[config.mk]
export PLATFORM = sky130hd
export DESIGN_NAME = ctrl_pila
export DESIGN_NICKNAME = d
export VERILOG_FILES = /design/src/rtl/ctrl_pila_pkg.sv /design/src/rtl/ctrl_pila_mem.sv /design/src/rtl/ctrl_pila.sv
export SDC_FILE = /design/constraint.sdc
export NUM_CORES = 1
export LEC_CHECK = 0
export CAP_MARGIN = 15
export CORE_ASPECT_RATIO = 2
export CORE_MARGIN = 1.5
export CORE_UTILIZATION = 45
export CTS_CLUSTER_DIAMETER = 120
export DETAILED_ROUTE_END_ITERATION = 8
export SLEW_MARGIN = 10
export SYNTH_ARGS = -nofsm -noshare
export SYNTH_HDL_FRONTEND = slang
export SYNTH_HIERARCHICAL = 1
export SYNTH_SLANG_ARGS = --single-unit
[constraint.sdc]
create_clock -name clk -period 3.9 [get_ports clk]
set_input_delay 1.17 -clock clk [delete_from_list [all_inputs] [get_ports clk]]
set_output_delay 1.17 -clock clk [all_outputs]
set_load 0.01 [all_outputs]
[src/rtl/ctrl_pila_pkg.sv]
// ctrl_pila_pkg: shared constants for the return-address stack controller.
// Holds the FSM state encoding and the default address/depth/pointer widths
// that the PC register and PC adder also use.
package ctrl_pila_pkg;

  localparam int PKG_AW    = 10;
  localparam int PKG_DEPTH = 8;
  localparam int PKG_PW    = 3;

  localparam logic [0:0] ST_IDLE = 1'b0;
  localparam logic [0:0] ST_ERR  = 1'b1;

endpackage

[src/rtl/ctrl_pila_mem.sv]
// mem_pila: DEPTH x AW return-address storage.
// One synchronous write port and one combinational read port (regfile style).
// Contents are deliberately not reset.
module mem_pila
  import ctrl_pila_pkg::*;
#(
  parameter int AW    = PKG_AW,
  parameter int DEPTH = PKG_DEPTH,
  parameter int PW    = PKG_PW
) (
  input  logic          clk,
  input  logic          we,
  input  logic [PW-1:0] waddr,
  input  logic [AW-1:0] wdata,
  input  logic [PW-1:0] raddr,
  output logic [AW-1:0] rdata
);

  logic [AW-1:0] mem_r [DEPTH];

  // Write the addressed entry on the rising edge when enabled.
  always_ff @(posedge clk) begin
    if (we) begin
      mem_r[waddr] <= wdata;
    end
  end

  assign rdata = mem_r[raddr];

endmodule

[src/rtl/ctrl_pila.sv]
// ctrl_pila: clocked return-address stack controller.
// Pushes on call, pops on ret, handles tail calls (call+ret together),
// and freezes in ERR on overflow/underflow until clr_err.
// Optional macro CTRL_PILA_WRAP_EN: a call when full overwrites the oldest
// entry instead of freezing (ovf still set, FSM stays IDLE).
module ctrl_pila
  import ctrl_pila_pkg::*;
#(
  parameter int AW    = PKG_AW,
  parameter int DEPTH = PKG_DEPTH,
  parameter int PW    = PKG_PW
) (
  input  logic          clk,
  input  logic          reset,
  input  logic          call,
  input  logic          ret,
  input  logic [AW-1:0] pc_in,
  input  logic          clr_err,
  output logic [AW-1:0] ret_addr,
  output logic          ret_valid,
  output logic [PW:0]   depth,
  output logic          full,
  output logic          empty,
  output logic          ovf,
  output logic          unf
);

  logic [0:0]    state_r, state_nxt_s;
  logic [PW-1:0] sp_r, sp_nxt_s;
  logic [PW:0]   depth_r, depth_nxt_s;
  logic [AW-1:0] ret_addr_r, ret_addr_nxt_s;
  logic          ret_valid_r, ret_valid_nxt_s;
  logic          ovf_r, ovf_nxt_s;
  logic          unf_r, unf_nxt_s;

  logic          full_s, empty_s;
  logic [PW-1:0] sp_p1_s, sp_m1_s;
  logic          we_s;
  logic [PW-1:0] waddr_s;
  logic [AW-1:0] rdata_s;

  assign full_s  = (depth_r == (PW+1)'(DEPTH));
  assign empty_s = (depth_r == (PW+1)'(0));
  // Pointer arithmetic wraps naturally on PW bits (modulo DEPTH).
  assign sp_p1_s = sp_r + PW'(1);
  assign sp_m1_s = sp_r - PW'(1);

  // Stack storage; writes are suppressed while reset is held.
  mem_pila #(
    .AW    (AW),
    .DEPTH (DEPTH),
    .PW    (PW)
  ) u_mem (
    .clk   (clk),
    .we    (we_s & reset),
    .waddr (waddr_s),
    .wdata (pc_in),
    .raddr (sp_m1_s),
    .rdata (rdata_s)
  );

  // Next-state decode for FSM, pointer, depth, flags and output register.
  always_comb begin
    state_nxt_s     = state_r;
    sp_nxt_s        = sp_r;
    depth_nxt_s     = depth_r;
    ret_addr_nxt_s  = ret_addr_r;
    ret_valid_nxt_s = 1'b0;
    ovf_nxt_s       = ovf_r;
    unf_nxt_s       = unf_r;
    we_s            = 1'b0;
    waddr_s         = sp_r;
    if (clr_err) begin
      // Clearing wins over any command in the same cycle; sp/depth kept.
      ovf_nxt_s   = 1'b0;
      unf_nxt_s   = 1'b0;
      state_nxt_s = ST_IDLE;
    end else begin
      case (state_r)
        ST_IDLE: begin
          if (ret && empty_s) begin
            // Pop (plain or tail call) from an empty stack.
            unf_nxt_s   = 1'b1;
            state_nxt_s = ST_ERR;
          end else if (call && ret) begin
            // Tail call: return the top and replace it in one cycle.
            ret_addr_nxt_s  = rdata_s;
            ret_valid_nxt_s = 1'b1;
            we_s            = 1'b1;
            waddr_s         = sp_m1_s;
          end else if (call && full_s) begin
            ovf_nxt_s = 1'b1;
`ifdef CTRL_PILA_WRAP_EN
            // Circular mode: overwrite the oldest slot, depth saturates.
            we_s     = 1'b1;
            sp_nxt_s = sp_p1_s;
`else
            state_nxt_s = ST_ERR;
`endif
          end else if (call) begin
            we_s        = 1'b1;
            sp_nxt_s    = sp_p1_s;
            depth_nxt_s = depth_r + (PW+1)'(1);
          end else if (ret) begin
            ret_addr_nxt_s  = rdata_s;
            ret_valid_nxt_s = 1'b1;
            sp_nxt_s        = sp_m1_s;
            depth_nxt_s     = depth_r - (PW+1)'(1);
          end else begin
            state_nxt_s = ST_IDLE;
          end
        end
        ST_ERR: begin
          // Frozen: commands ignored until clr_err.
          state_nxt_s = ST_ERR;
        end
        default: begin
          state_nxt_s = ST_ERR;
        end
      endcase
    end
  end

  // Register all controller state and outputs; async active-low reset.
  always_ff @(posedge clk or negedge reset) begin
    if (!reset) begin
      state_r     <= ST_IDLE;
      sp_r        <= PW'(0);
      depth_r     <= (PW+1)'(0);
      ret_addr_r  <= AW'(0);
      ret_valid_r <= 1'b0;
      ovf_r       <= 1'b0;
      unf_r       <= 1'b0;
    end else begin
      state_r     <= state_nxt_s;
      sp_r        <= sp_nxt_s;
      depth_r     <= depth_nxt_s;
      ret_addr_r  <= ret_addr_nxt_s;
      ret_valid_r <= ret_valid_nxt_s;
      ovf_r       <= ovf_nxt_s;
      unf_r       <= unf_nxt_s;
    end
  end

  assign ret_addr  = ret_addr_r;
  assign ret_valid = ret_valid_r;
  assign depth     = depth_r;
  assign full      = full_s;
  assign empty     = empty_s;
  assign ovf       = ovf_r;
  assign unf       = unf_r;

endmodule

==> out/qor.tcl, run 1 <==
set qor(run_status) {complete, no violations}
set qor(drt_pass1_iterations) 4
set qor(worstSetupEndpointType) {primary output}
set qor(die_height_um) 143
set qor(ys_warn_count) 6
set qor(antenna_left) 0
set qor(antenna_found_initial) 0
set qor(post_route_utilization) 0.557
set qor(core_rows) 50
set qor(final.period_utilization) 0.812
set qor(max-clock-path-buffers) 2
set qor(synth_async_reset_ratio) 0.208
set qor(worst_skew_pair.late_latency_ps) 340
set qor(globalRouteOverflowTotal) 0
set qor(dp.cells) 407
set qor(postSynthCellCount) 238
set qor(synth_cell_types) 45
set qor(postSynthNetCount) 258
set qor(holdWs_ps) 509
set qor(cts_tree) {yes}
set qor(wl_per_cell_um) 19.2
set qor(synth-seq-cells) 101
set qor(buffer_ports.inserted) 33
set qor(finalHoldViolations) 0
set qor(critical_path_cell_count) 3
set qor(cts_made_buffers) 9
set qor(dpl.hpwl_mm) 5.77
set qor(grt_pass1_wl_mm) 12.9
set qor(finalWirelength_mm) 8.12
set qor(critical_path_max_stage_delay_ps) 650
set qor(worst_path_max_delay_cell) {dfrtp_1}
set qor(worst_clock_skew_ps) 6.95
set qor(root_buffer) {clkbuf_16}
set qor(powerDensity_nw_per_um2) 702
set qor(hold-path-cell-count) 1
set qor(path_cells) {nor4b_2 > buf_4 > clkdlybuf4s50_1}
set qor(finalInstanceArea_um2) 5260
set qor(cts.repair.resized) 0
set qor(post_route_cells_drive_above_1_share) 0.212
set qor(design.die.area_um2) 10400
set qor(grt_util_all_layers) 0.175
set qor(worst_setup_slack_for_register_to_register_paths_ps) 1480
set qor(worst_path_fanout_max) 12
set qor(cp_data_required_time_ps) 2730
set qor(drt-vias-per-instance) 5.35
set qor(drv_cap) 0
set qor(worst-endpoint-arrival_ps) 2000
set qor(avgSynthCellArea_um2) 18.5
set qor(layout.cells.most_common) {edfxtp_1}
set qor(layout_common_cells) {edfxtp_1, clkdlybuf4s50_1, mux2_2, dfrtp_1, mux4_1}
set qor(grt_pass1_vias) 2388
set qor(postSynth.topFlopCell) {edfxtp_1}
set qor(static-leakage-power_nw) 1.88
set qor(setup_tns_ps) 0
set qor(clock-sinks) 101
set qor(max_clock_freq_ghz) 0.316
set qor(critPathBufInv) 2
set qor(layout.nets) 308
set qor(core-area_um2) 9450
set qor(worst-setup-path-type) {reg -> out}
set qor(synthesis.area_um2) 4400
set qor(final-max-slew-violation-count) 0
set qor(yosysSeqAreaShare) 0.665
set qor(finalSetupViolCount) 0
set qor(worstRegToRegCells) 7
set qor(finish.cell_count_without_fillers) 423
set qor(finalWorstPathRequiredPeriod_ps) 3170
set qor(cts.reportedPaths.clkPinSlew_ps) 70
set qor(holdBufCountCts) 0
set qor(crit_path_start_kind) {flip-flop}
set qor(h_tree_lvls) 3
set qor(drt-initial-drc-count) 116
set qor(initial_utilization) 0.466
set qor(post_dp_cell_area_um2) 4940
set qor(route.detailed.drc) 0
set qor(setup_repair_after_global_routing_missed_its_margin) {false}
set qor(area_growth_pct) 19.6
set qor(postCtsSetupRepairBufs) 0
set qor(detailroute.via_count) 2263
set qor(largest_net_degree_at_the_start_of_global_routing) 22
set qor(max_slew_margin) 0.640
set qor(fp.dieW_um) 72.9
set qor(slew_at_the_pin_closest_to_its_max_slew_limit_ps) 537
set qor(gp_congestion) 0.771
set qor(critical_path.top_delay_family) {buffers and inverters}
set qor(worst_hold_path_type) {reg -> reg}
set qor(top_level_ports) 34
set qor(irDropWorstVdd_uv) 447
set qor(number_of_flops_mapped_to_enable_cells_by_yosys) 80
set qor(antenna_cells_inserted) 0
-- cell usage after synthesis (4+ instances only) --
master	count	area, µm²
dfrtp_1	21	526
buf_2	4	20.0
buf_6	4	45.0
a21oi_1	5	25.0
xnor2_1	6	52.6
mux4_1	20	526
mux2_2	21	236
nor2_1	13	48.8
nand2_1	4	15.0
inv_1	7	26.3
edfxtp_1	80	2400
ha_1	4	50.1
nand3_1	4	20.0
-- power by group --
part	total [mW]	internal [mW]	switching [mW]
Combinational	1.32	0.736	0.581
Sequential	1.44	1.30	0.137
Clock	0.940	0.557	0.383
Total	3.70	2.60	1.10
-- through the flow --
step,total power [mW],setup slack (ps)
3_5_place_dp,2.81,463
3_3_place_gp,2.79,512
5_1_grt,3.90,630
6_report,3.70,731
4_1_cts,3.75,723
2_1_floorplan,2.37,396
-- final timing paths --
check	endpoint	startpoint
max	full	depth[3]
min	ret_addr[4]	ret_addr[4]
max reg2reg	u_mem/mem_r[2][5]	depth[3]
min reg2reg	ret_addr[4]	ret_addr[4]
max in group asynchronous	ret_addr[5]	reset
min in group asynchronous	ovf	reset
-- registers in the layout (all words and copies together), names as in the netlist --
register     flops
u_mem/mem_r     80
ret_addr        10
depth            4
sp_r             3
ovf              1
ret_valid        1
state_r          1
unf              1
-- cell families after synthesis --
kind of cell	Yosys count	share of synthesized area
fa+ha+maj	5	0.0159
xor+xnor	9	0.0179
compound gates	20	0.0304
mux	44	0.181
flops	101	0.665
simple gates	40	0.0645
buf+inv	19	0.0250
-- per-layer routing --
metal  part of all wire  track usage  vias to the layer above
met5                  0            0                        -
met4              0.032       0.0924                        0
met3              0.029       0.0353                       17
met2               0.56        0.309                       43
met1               0.38        0.192                     1152
li1                   -            -                     1051
-- cell type report --
cell class              instances  area, µm²
clock inverters                 4       51.3
repair buffers                 51        465
well taps                     130        163
clock buffers                  12        268
fillers                       747       4180
multi-input cells             118       1360
inverters                       7       26.3
flip-flops and latches        101       2930
-- worst register-to-register path, cell delays in order (launching register included) --
cell,delay (ps)
dfrtp_1,560
nor4_4,470
nor4_4,90
nand2_2,110
mux2i_1,390
nand2b_1,140
nor2_1,170
buf_4,190
(Power assumes the default switching activity.)
==> inputs of run 2 (changes only) <==
--- a/config.mk
+++ b/config.mk
@@ -11,6 +11,7 @@
 export CORE_UTILIZATION = 45
 export CTS_CLUSTER_DIAMETER = 120
 export DETAILED_ROUTE_END_ITERATION = 8
+export PLACE_DENSITY = 0.67
 export SLEW_MARGIN = 10
 export SYNTH_ARGS = -nofsm -noshare
 export SYNTH_HDL_FRONTEND = slang
==> constraint.sdc (replaced) <==
create_clock -name clk -period 2.7 [get_ports clk]
set_input_delay 0.81 -clock clk [delete_from_list [all_inputs] [get_ports clk]]
set_output_delay 0.81 -clock clk [all_outputs]
set_load 0.01 [all_outputs]
==> run 2 against run 1 <==
Against the previous run: global-route usage up 1.0 points; sequential power up 45%; critical endpoint unchanged; critical path type unchanged; largest power group is now combinational logic; sequential share of layout area down 3.0 points.
==> out/qor.tcl, run 2 (same netlist as run 1, synthesis figures left out) <==
set qor(run_status) {complete, no violations}
set qor(antenna_left) 0 ;# unchanged
set qor(max_clock_freq_ghz) 0.380
set qor(seqPwrFrac) 0.378 ;# -0.012
set qor(clock-sinks) 101 ;# unchanged
set qor(worst_skew_pair.late_latency_ps) 350 ;# about the same
set qor(met1_usage) 0.185 ;# -0.00741
set qor(finalWirelength_mm) 8.54 ;# +5.1%
set qor(area_growth_pct) 26.6
set qor(post_dp_cell_area_um2) 5270 ;# +6.6%
set qor(pwr-share-clk) 0.225 ;# -0.029
set qor(wl_per_cell_um) 19.6 ;# +2.0%
set qor(antenna_found_initial) 0 ;# unchanged
set qor(finish.cell_count_without_fillers) 436 ;# +3.1%
set qor(grt_pass1_wl_mm) 13.6 ;# +5.2%
set qor(worst-endpoint-arrival_ps) 1820 ;# -180 ps
set qor(path_cells) {nor4b_4 > clkdlybuf4s50_1}
set qor(worst_clock_skew_ps) 11.8 ;# +4.82 ps
set qor(layout.cells.most_common) {edfxtp_1}
set qor(static-leakage-power_nw) 1.99 ;# +6.0%
set qor(finalHoldViolations) 0 ;# unchanged
set qor(combPwrFrac) 0.397 ;# +0.041
set qor(sequential_cell_area_um2) 2930 ;# about the same
set qor(drv_cap) 0 ;# unchanged
set qor(grt_pass1_vias) 2516 ;# +5.4%
set qor(top_level_ports) 34 ;# unchanged
set qor(largest-register) {u_mem/mem_r}
set qor(layout.nets) 321 ;# +4.2%
set qor(worst_setup_slack_for_register_to_register_paths_ps) 290 ;# -1190 ps
set qor(core-area_um2) 9450 ;# unchanged
set qor(powerDensity_nw_per_um2) 991 ;# +41%
set qor(netSwitchingFraction) 0.320 ;# +0.0225
set qor(dpl.hpwl_mm) 6.35 ;# +10%
set qor(power.switching_mw) 1.77 ;# +61%
set qor(final.fill_count) 711 ;# -4.8%
set qor(multi_input_area_um2) 1500 ;# +9.9%
set qor(critical_path_max_stage_delay_ps) 600 ;# -50 ps
set qor(use_met3) 0.0423 ;# +0.00706
set qor(core_rows) 50 ;# unchanged
set qor(post_route_cells_drive_above_1_share) 0.307 ;# +0.0956
set qor(worst_hold_path_type) {reg -> reg}
set qor(final.period_utilization) 0.974
set qor(drt_pass1_iterations) 4 ;# unchanged
set qor(largest_register_ff_count) 80 ;# unchanged
set qor(worst-setup-path-type) {reg -> out}
set qor(initial_utilization) 0.466 ;# unchanged
set qor(holdWs_ps) 504 ;# -5.31 ps
set qor(max_slew_margin) 0.704 ;# +0.0640
set qor(cts_made_buffers) 9 ;# unchanged
set qor(fp.dieW_um) 72.9 ;# unchanged
set qor(slew_at_the_pin_closest_to_its_max_slew_limit_ps) 443 ;# -94.2 ps
set qor(dp.cells) 420 ;# +3.2%
set qor(finalSetupViolCount) 0 ;# unchanged
set qor(finalWorstPathRequiredPeriod_ps) 2630
set qor(layout_common_cells) {edfxtp_1, clkdlybuf4s50_1, buf_4, mux2_2, mux4_1}
set qor(irDropWorstVdd_uv) 446 ;# -0.21%
set qor(cts.reportedPaths.clkPinSlew_ps) 70 ;# about the same
set qor(cp_data_required_time_ps) 1890 ;# -840 ps
set qor(gr-usage-met2) 0.343 ;# +0.0338
set qor(worst_path_fanout_max) 8 ;# -4
set qor(design.die.area_um2) 10400 ;# unchanged
set qor(intPower_mw) 3.75 ;# +45%
set qor(worstSetupEndpointType) {primary output}
set qor(final-max-slew-violation-count) 0 ;# unchanged
set qor(route.detailed.drc) 0 ;# unchanged
set qor(max-clock-path-buffers) 2 ;# unchanged
set qor(finalInstanceArea_um2) 5570 ;# +5.8%
set qor(holdBufCountCts) 0 ;# unchanged
set qor(globalRouteOverflowTotal) 0 ;# unchanged
set qor(largest_net_degree_at_the_start_of_global_routing) 22 ;# unchanged
set qor(crit_path_start_kind) {flip-flop}
set qor(global_route.peak_usage_layer) {met2}
set qor(crit_path_start) {depth[1]}
set qor(gp_congestion) 0.769 ;# -0.25%
set qor(cts_tree) {yes}
set qor(grt_util_all_layers) 0.185 ;# +0.0102
set qor(setup_repair_after_global_routing_missed_its_margin) {false}
set qor(reg2reg_from) {sp_r[0]}
set qor(drt-vias-per-instance) 5.35 ;# about the same
set qor(hold_path.startpoint) {ovf}
set qor(drt-initial-drc-count) 119 ;# +2.6%
set qor(detailroute.via_count) 2332 ;# +3.0%
set qor(h_tree_lvls) 3 ;# unchanged
set qor(antenna_cells_inserted) 0 ;# unchanged
set qor(fin_total_pwr_mw) 5.52 ;# +49%
set qor(die_height_um) 143 ;# unchanged
set qor(worst_path_max_delay_cell) {clkdlybuf4s50_1}
set qor(root_buffer) {clkbuf_16}
set qor(buffer_ports.inserted) 33 ;# unchanged
[run 2: layer usage]
| layer | vias to the layer above | wire length [µm] |
|---|---|---|
| met4 | 0 | 254 |
| met3 | 16 | 204 |
| met5 | - | 0 |
| met2 | 36 | 5080 |
| met1 | 1193 | 3000 |
| li1 | 1087 | - |
[run 2: power groups by stage]
| stage | Clock, mW | Combinational [mW] | Sequential, mW |
|---|---|---|---|
| after floorplan | 0 | 1.44 | 2.11 |
| after global placement | 0 | 2.17 | 2.10 |
| after detailed placement | 0 | 2.21 | 2.11 |
| after CTS | 1.28 | 2.23 | 2.09 |
| after global routing | 1.34 | 2.37 | 2.11 |
| final | 1.24 | 2.19 | 2.09 |
[run 2: final cells by class]
type / instances / share of cell area
Tap cell: 130 / 0.0292
Clock inverter: 6 / 0.00921
Sequential cell: 101 / 0.526
Clock buffer: 10 / 0.0429
Inverter: 7 / 0.00472
Timing Repair Buffer: 64 / 0.119
Multi-Input combinational cell: 118 / 0.269
[run 2: final timing paths]
path | endpoint | cells past startpoint
worst min register to register | ovf | 2
worst max-delay path | full | 2
worst min-delay path | ovf | 2
max in group asynchronous | depth[1] | 2
min in group asynchronous | ret_addr[3] | 2
worst max register to register | ret_addr[7] | 7
[run 2: repair_timing]
item / 4_1_cts / 5_1_grt
setup endpoints to repair: 1 / 2
resized for setup: 2 / 1
cloned: 0 / 0
endpoints found under the hold margin: 0 / 0
setup buffers: 0 / 0
[run 2: critical path: cells and delay by family, from the launching register on]
family                 cells  cell delay, ps
AND/OR/NAND/NOR            1             370
buffers and inverters      1             600
flip-flops                 1             500
[run 2: per-stage QoR]
stage | utilization | TNS, ps | setup WS [ps]
finish | 0.590 | 0 | 69.5
global route | 0.590 | 0 | 15.8
CTS | 0.590 | 0 | 0.439
detailed placement | 0.558 | -14880 | -214
global placement | 0.558 | -11260 | -168
floorplan | - | -15.2 | -1.52
==> inputs of run 3 (changes only) <==
--- a/config.mk
+++ b/config.mk
@@ -12,6 +12,7 @@
 export CTS_CLUSTER_DIAMETER = 120
 export DETAILED_ROUTE_END_ITERATION = 8
 export PLACE_DENSITY = 0.67
+export REMOVE_ABC_BUFFERS = 1
 export SLEW_MARGIN = 10
 export SYNTH_ARGS = -nofsm -noshare
 export SYNTH_HDL_FRONTEND = slang
==> constraint.sdc (replaced) <==
create_clock -name clk -period 2.7 [get_ports clk]
set_input_delay 0.405 -clock clk [delete_from_list [all_inputs] [get_ports clk]]
set_output_delay 0.405 -clock clk [all_outputs]
set_load 0.01 [all_outputs]
==> run 3 against run 2 <==
Against the previous run: sequential cell count stayed put; via count decreased by 3.1%; routed wire length shrank 3.9%; non-clock buffer count down 11; register-to-register slack gained 80 ps; critical path type unchanged.
==> out/qor.tcl, run 3 (same netlist as run 1, synthesis figures left out) <==
set qor(run_status) {complete, no violations}
set qor(finish.cell_count_without_fillers) 425 ;# -2.5%
set qor(finalSetupViolCount) 0 ;# unchanged
set qor(grt_util_all_layers) 0.176 ;# -0.00936
set qor(cts_made_buffers) 9 ;# unchanged
set qor(hold-path-cell-count) 1 ;# -1
set qor(route.detailed.drc) 0 ;# unchanged
set qor(worst_hold_path_type) {reg -> reg}
set qor(cts.repair.resized) 0 ;# -2
set qor(max-clock-path-buffers) 2 ;# unchanged
set qor(dp_slack_ps) 79.1 ;# +293 ps
set qor(worst_path_fanout_max) 8 ;# unchanged
set qor(post_route_cells_drive_above_1_share) 0.214 ;# -0.0936
set qor(holdBufCountCts) 0 ;# unchanged
set qor(static-leakage-power_nw) 1.85 ;# -6.9%
set qor(largest_register_ff_count) 80 ;# unchanged
set qor(top_level_ports) 34 ;# unchanged
set qor(drt-initial-drc-count) 94 ;# -21%
set qor(grt_pass1_wl_mm) 13.0 ;# -4.1%
set qor(irDropWorstVdd_uv) 526 ;# +18%
set qor(antenna_found_initial) 0 ;# unchanged
set qor(largest_net_degree_at_the_start_of_global_routing) 22 ;# unchanged
set qor(finalInstanceArea_um2) 5220 ;# -6.3%
set qor(worst_setup_slack_for_register_to_register_paths_ps) 370 ;# +80 ps
set qor(worst_clock_skew_ps) 6.27 ;# -5.50 ps
set qor(drt-vias-per-instance) 5.32 ;# -0.58%
set qor(max_clock_freq_ghz) 0.428 ;# +13%
set qor(final.period_utilization) 0.866 ;# -0.108
set qor(worstRegToRegCells) 7 ;# unchanged
set qor(root_buffer) {clkbuf_16}
set qor(cts.reportedPaths.clkPinSlew_ps) 60 ;# about the same
set qor(detailroute.via_count) 2260 ;# -3.1%
set qor(grt_pass1_vias) 2377 ;# -5.5%
set qor(initial_utilization) 0.466 ;# unchanged
set qor(layout.cells.most_common) {edfxtp_1}
set qor(h_tree_lvls) 3 ;# unchanged
set qor(fp.dieW_um) 72.9 ;# unchanged
set qor(clock-sinks) 101 ;# unchanged
set qor(layout.nets) 310 ;# -3.4%
set qor(antenna_cells_inserted) 0 ;# unchanged
set qor(cp_data_required_time_ps) 2300 ;# +410 ps
set qor(final-max-slew-violation-count) 0 ;# unchanged
set qor(final.fill_count) 747 ;# +5.1%
set qor(largest-register) {u_mem/mem_r}
set qor(finalWorstPathRequiredPeriod_ps) 2340 ;# -292 ps
set qor(setup_ws_ps) 362 ;# +292 ps
set qor(worst_skew_pair.late_latency_ps) 340 ;# about the same
set qor(reg2reg_from) {depth[1]}
set qor(postCtsSetupRepairBufs) 0 ;# unchanged
set qor(area_growth_pct) 18.7
set qor(hold_path.startpoint) {ret_addr[2]}
set qor(dpl.hpwl_mm) 5.78 ;# -9.0%
set qor(reg2reg_to) {u_mem/mem_r[7][8]}
set qor(cts_tree) {yes}
set qor(crit_path_start_kind) {flip-flop}
set qor(die_height_um) 143 ;# unchanged
set qor(worst_hold_path.endpoint) {ret_addr[2]}
set qor(post_dp_cell_area_um2) 4960 ;# -5.9%
set qor(setup_tns_ps) 0 ;# unchanged
set qor(slew_at_the_pin_closest_to_its_max_slew_limit_ps) 474 ;# +30.8 ps
set qor(gp_congestion) 0.793 ;# +3.1%
set qor(core-area_um2) 9450 ;# unchanged
set qor(worstSetupEndpointType) {primary output}
set qor(layout_common_cells) {edfxtp_1, clkdlybuf4s50_1, mux2_2, dfrtp_1}
set qor(design.die.area_um2) 10400 ;# unchanged
set qor(buffer_ports.inserted) 33 ;# unchanged
set qor(finalHoldViolations) 0 ;# unchanged
set qor(drv_cap) 0 ;# unchanged
set qor(fin_total_pwr_mw) 5.14 ;# -7.0%
set qor(antenna_left) 0 ;# unchanged
set qor(dp.cells) 409 ;# -2.6%
set qor(finalWirelength_mm) 8.20 ;# -3.9%
set qor(worst-setup-path-type) {reg -> out}
set qor(setup_repair_after_global_routing_missed_its_margin) {false}
set qor(drt_pass1_iterations) 4 ;# unchanged
set qor(globalRouteOverflowTotal) 0 ;# unchanged
set qor(wl_per_cell_um) 19.3 ;# -1.5%
set qor(worst-endpoint-arrival_ps) 1930 ;# +110 ps
set qor(core_rows) 50 ;# unchanged
set qor(max_slew_margin) 0.684 ;# -0.0206
set qor(powerDensity_nw_per_um2) 984 ;# -0.78%
==> run 3: changes by cell type in the layout (fill, tap and decap cells not counted), moves of 2 or more <==
cell	delta
buf_4	-3
clkinvlp_4	+2
dfrtp_1	+2
nor2_1	+6
clkbuf_1	+3
buf_12	-8
inv_6	-4
nor3_1	+2
nor3_4	-2
dfrtp_2	-2
xnor2_1	+2
nor2_4	-6
==> run 3: worst max-delay path, cell delays in order, from the launching register on <==
cell and delay (ps):
dfrtp_1 490, nor4_4 480, clkdlybuf4s50_1 620
==> run 3: worst max-delay path by stage <==
stage | startpoint | to | depth (start not counted)
after floorplan | sp_r[0] | ret_addr[0] | 6
after global placement | ret | u_mem/mem_r[0][6] | 8
after detailed placement | ret | u_mem/mem_r[7][6] | 8
after CTS | depth[0] | empty | 2
after global routing | depth[0] | u_mem/mem_r[7][9] | 7
final | depth[1] | empty | 2
==> run 3: where the power goes <==
group | internal [mW] | total [mW] | switching (mW)
Combinational | 1.08 | 1.95 | 0.870
Sequential | 1.88 | 2.05 | 0.166
Clock | 0.622 | 1.14 | 0.518
==> run 3: layer usage <==
metal  wire [µm]  global-route usage  up-vias
met5           0                   0        -
met1        3250               0.209     1152
met3         185              0.0311       10
met2        4600               0.306       40
li1            -                   -     1058
met4         158              0.0775        0
==> run 3: final cells by class <==
| class | instances | area, µm² | share of cell area |
|---|---|---|---|
| Sequential cell | 101 | 2930 | 0.561 |
| Multi-Input combinational cell | 118 | 1360 | 0.261 |
| Timing Repair Buffer | 53 | 480 | 0.0920 |
| Clock buffer | 12 | 236 | 0.0453 |
| Tap cell | 130 | 163 | 0.0312 |
| Inverter | 7 | 26.3 | 0.00503 |
| Clock inverter | 4 | 25.0 | 0.00479 |
==> run 3: metrics by stage <==
stage / hold WS [ps] / util
2_1_floorplan: 109 / -
3_3_place_gp: 490 / 0.525
3_5_place_dp: 498 / 0.525
4_1_cts: 511 / 0.553
5_1_grt: 532 / 0.553
6_report: 505 / 0.553
==> edit: new RTL, settings of run 2 <==
`PKG_DEPTH`: 8 -> 16.
--- a/src/rtl/ctrl_pila_pkg.sv
+++ b/src/rtl/ctrl_pila_pkg.sv
@@ -6,3 +6,3 @@
   localparam int PKG_AW    = 10;
-  localparam int PKG_DEPTH = 8;
+  localparam int PKG_DEPTH = 16;
   localparam int PKG_PW    = 3;
Behaviour: not the same (Yosys sat finds a counterexample within 4 cycles, from zero or initial values and one cycle with reset low).
==> edit against run 2 <==
The run now ends with DRC left. Setup slack improved by 0.16 ns. Area after synthesis fell by 3.8%. Synthesized cell count fell by 9.7%. Sequential cell count did not move. Design area fell by 8.4%. Final cell count fell by 12%. First-iteration DRC count fell by 16%. Maximum frequency rose by 6.6%. Die area fell by 3.7%. Core utilization fell by 2.7 points. Total power fell by 6.6%. Combinational power fell by 14%. Wire length fell by 14%. Largest power group is now registers.
==> edit: results (changes against run 2) <==
Run status
  – Status: finished with violations
  – Failing checks: DRC

Worst setup path
  – Max Fanout on Critical Path: 4 (-4)
  – Worst path arrival time: 1.66 ns (-0.16 ns)
  – Top delay family on crit path: simple AND/OR/NAND/NOR gates
  – Max incr delay on CP: 0.57 ns (-0.03 ns)
  – Critical-path top delay cell: or4_4

Global routing
  – Initial antenna violation count: 0 (unchanged)
  – Vias in the first global route: 2,171 (-14%)
  – Pin count of the biggest net entering global routing: 22 (unchanged)
  – First-pass GRT wire length: 11,890 um (-12%)
  – GRT Util Overall: 16.30% (-2.2 points)

Cells and area
  – Layout cell share with drive strength beyond 1: 24.64% (-6.1 points)
  – Post-Layout Cell Count: 382 (-12%)
  – Largest Register: u_mem/mem_r
  – Number of fill cells: 708 (-0.42%)
  – Final net count: 295 (-8.1%)

Detailed routing
  – Drt first pass iters: 8 (+4)
  – Total Wirelength: 7327 um (-14%)
  – First DRT Iteration DRCs: 100 (-16%)
  – # DRC: 3 (+3)
  – DR vias: 2,080 (-11%)

Synthesis
  – Commonest cells in the synthesized netlist: edfxtp_1 (80), dfrtp_1 (21), mux4_1 (20)
  – Mapped Avg Cell Area: 19.69 sq um (+6.5%)
  – EDFF count, synth: 80 (unchanged)
  – Top cells by area, synth: edfxtp_1 (57%), dfrtp_1 (12%), mux4_1 (12%)
  – Number of distinct library cells after synthesis: 35 (-22%)
  – Syn_nets: 235 (-8.9%)
  – Yosys warnings: 6 (unchanged)
  – Seq/Total Area, Yosys: 69.17% (+2.6 points)

STA
  – Clock Skew: 0.005993 ns (-0.005781 ns)
  – Max-slew headroom: 71.45% (+1.0 points)

Power
  – Worst ir drop on vdd: 451.2 uV (+1.1%)
  – Leak: 1.906 nW (-4.1%)
  – P_sw: 1.530 mW (-13%)

Placed design
  – Placed cell area: 4795 sq um (-9.0%)
  – Placed insts: 365 (-13%)
  – Number of port buffers: 33 (unchanged)
  – GPL Wtd Cong: 0.8202 (+6.6%)
  – DP Wirelength: 5315 um (-16%)

Clock tree
  – Later-pin clock latency in the skew report: 0.34 ns

Min path
  – Hold/Removal Path Class: reg -> reg
  – Hold Crit Depth: 1 (-1)
-- edit: power groups by stage --
stage | clock, mW | combinational [mW] | sequential (mW)
2_1_floorplan | 0 | 1.27 | 2.07
3_3_place_gp | 0 | 1.91 | 2.03
3_5_place_dp | 0 | 1.92 | 2.03
4_1_cts | 1.30 | 1.93 | 2.00
5_1_grt | 1.37 | 2.05 | 2.02
6_report | 1.27 | 1.89 | 2.00
-- edit: path summary, 6_finish.rpt --
kind                                endpoint  startpoint  slack [ns]
min in group asynchronous                unf       reset        0.85
max reg2reg                u_mem/mem_r[1][3]    depth[0]        0.37
min reg2reg                         depth[3]    depth[3]        0.49
min                                 depth[3]    depth[3]        0.49
max in group asynchronous           depth[2]       reset        1.63
max                                    empty    depth[0]        0.23
-- edit: area by class of cell --
| cell class | count | area share [%] |
|---|---|---|
| clock buffers | 9 | 4.414 |
| clock inverters | 7 | 1.520 |
| inverters | 7 | 0.5640 |
| multi-input cells | 100 | 23.81 |
| flip-flops and latches | 101 | 57.38 |
| well taps | 102 | 2.501 |
| repair buffers | 56 | 9.809 |
-- edit: metal layers --
layer | up-vias | part of all wire (%) | global-route usage (%)
li1 | 978 | - | -
met1 | 1053 | 38 | 18.95
met2 | 41 | 57 | 28.48
met3 | 8 | 3.2 | 3.885
met4 | 0 | 1.5 | 6.653
met5 | - | 0 | 0
-- edit: logic make-up after synthesis --
group / share of synthesized area (%)
buffers and inverters: 2.128
DFF: 69.17
xor gates and xnor gates: 1.655
muxes: 19.30
AOI/OAI and AO/OA: 1.921
and+or+nand+nor: 4.168
adders and majority gates: 1.655
-- edit: per-stage QoR --
stage | setup WS [ns] | TNS [ns] | utilization, %
after global placement | -0.1533 | -7.738 | 52.84
after detailed placement | -0.2004 | -11.43 | 52.84
after CTS | 0.1441 | 0 | 56.23
final | 0.2314 | 0 | 56.23
after global routing | 0.03509 | 0 | 56.23
after floorplan | 0.06335 | 0 | -
-- edit: timing repair --
item                       4_1_cts  5_1_grt
buffers inserted                 1        0
setup endpoints to repair        2       40
gates resized for setup          2        1
pin swaps                        1        0
hold buffers                     0        0
hold endpoints to repair         0        0
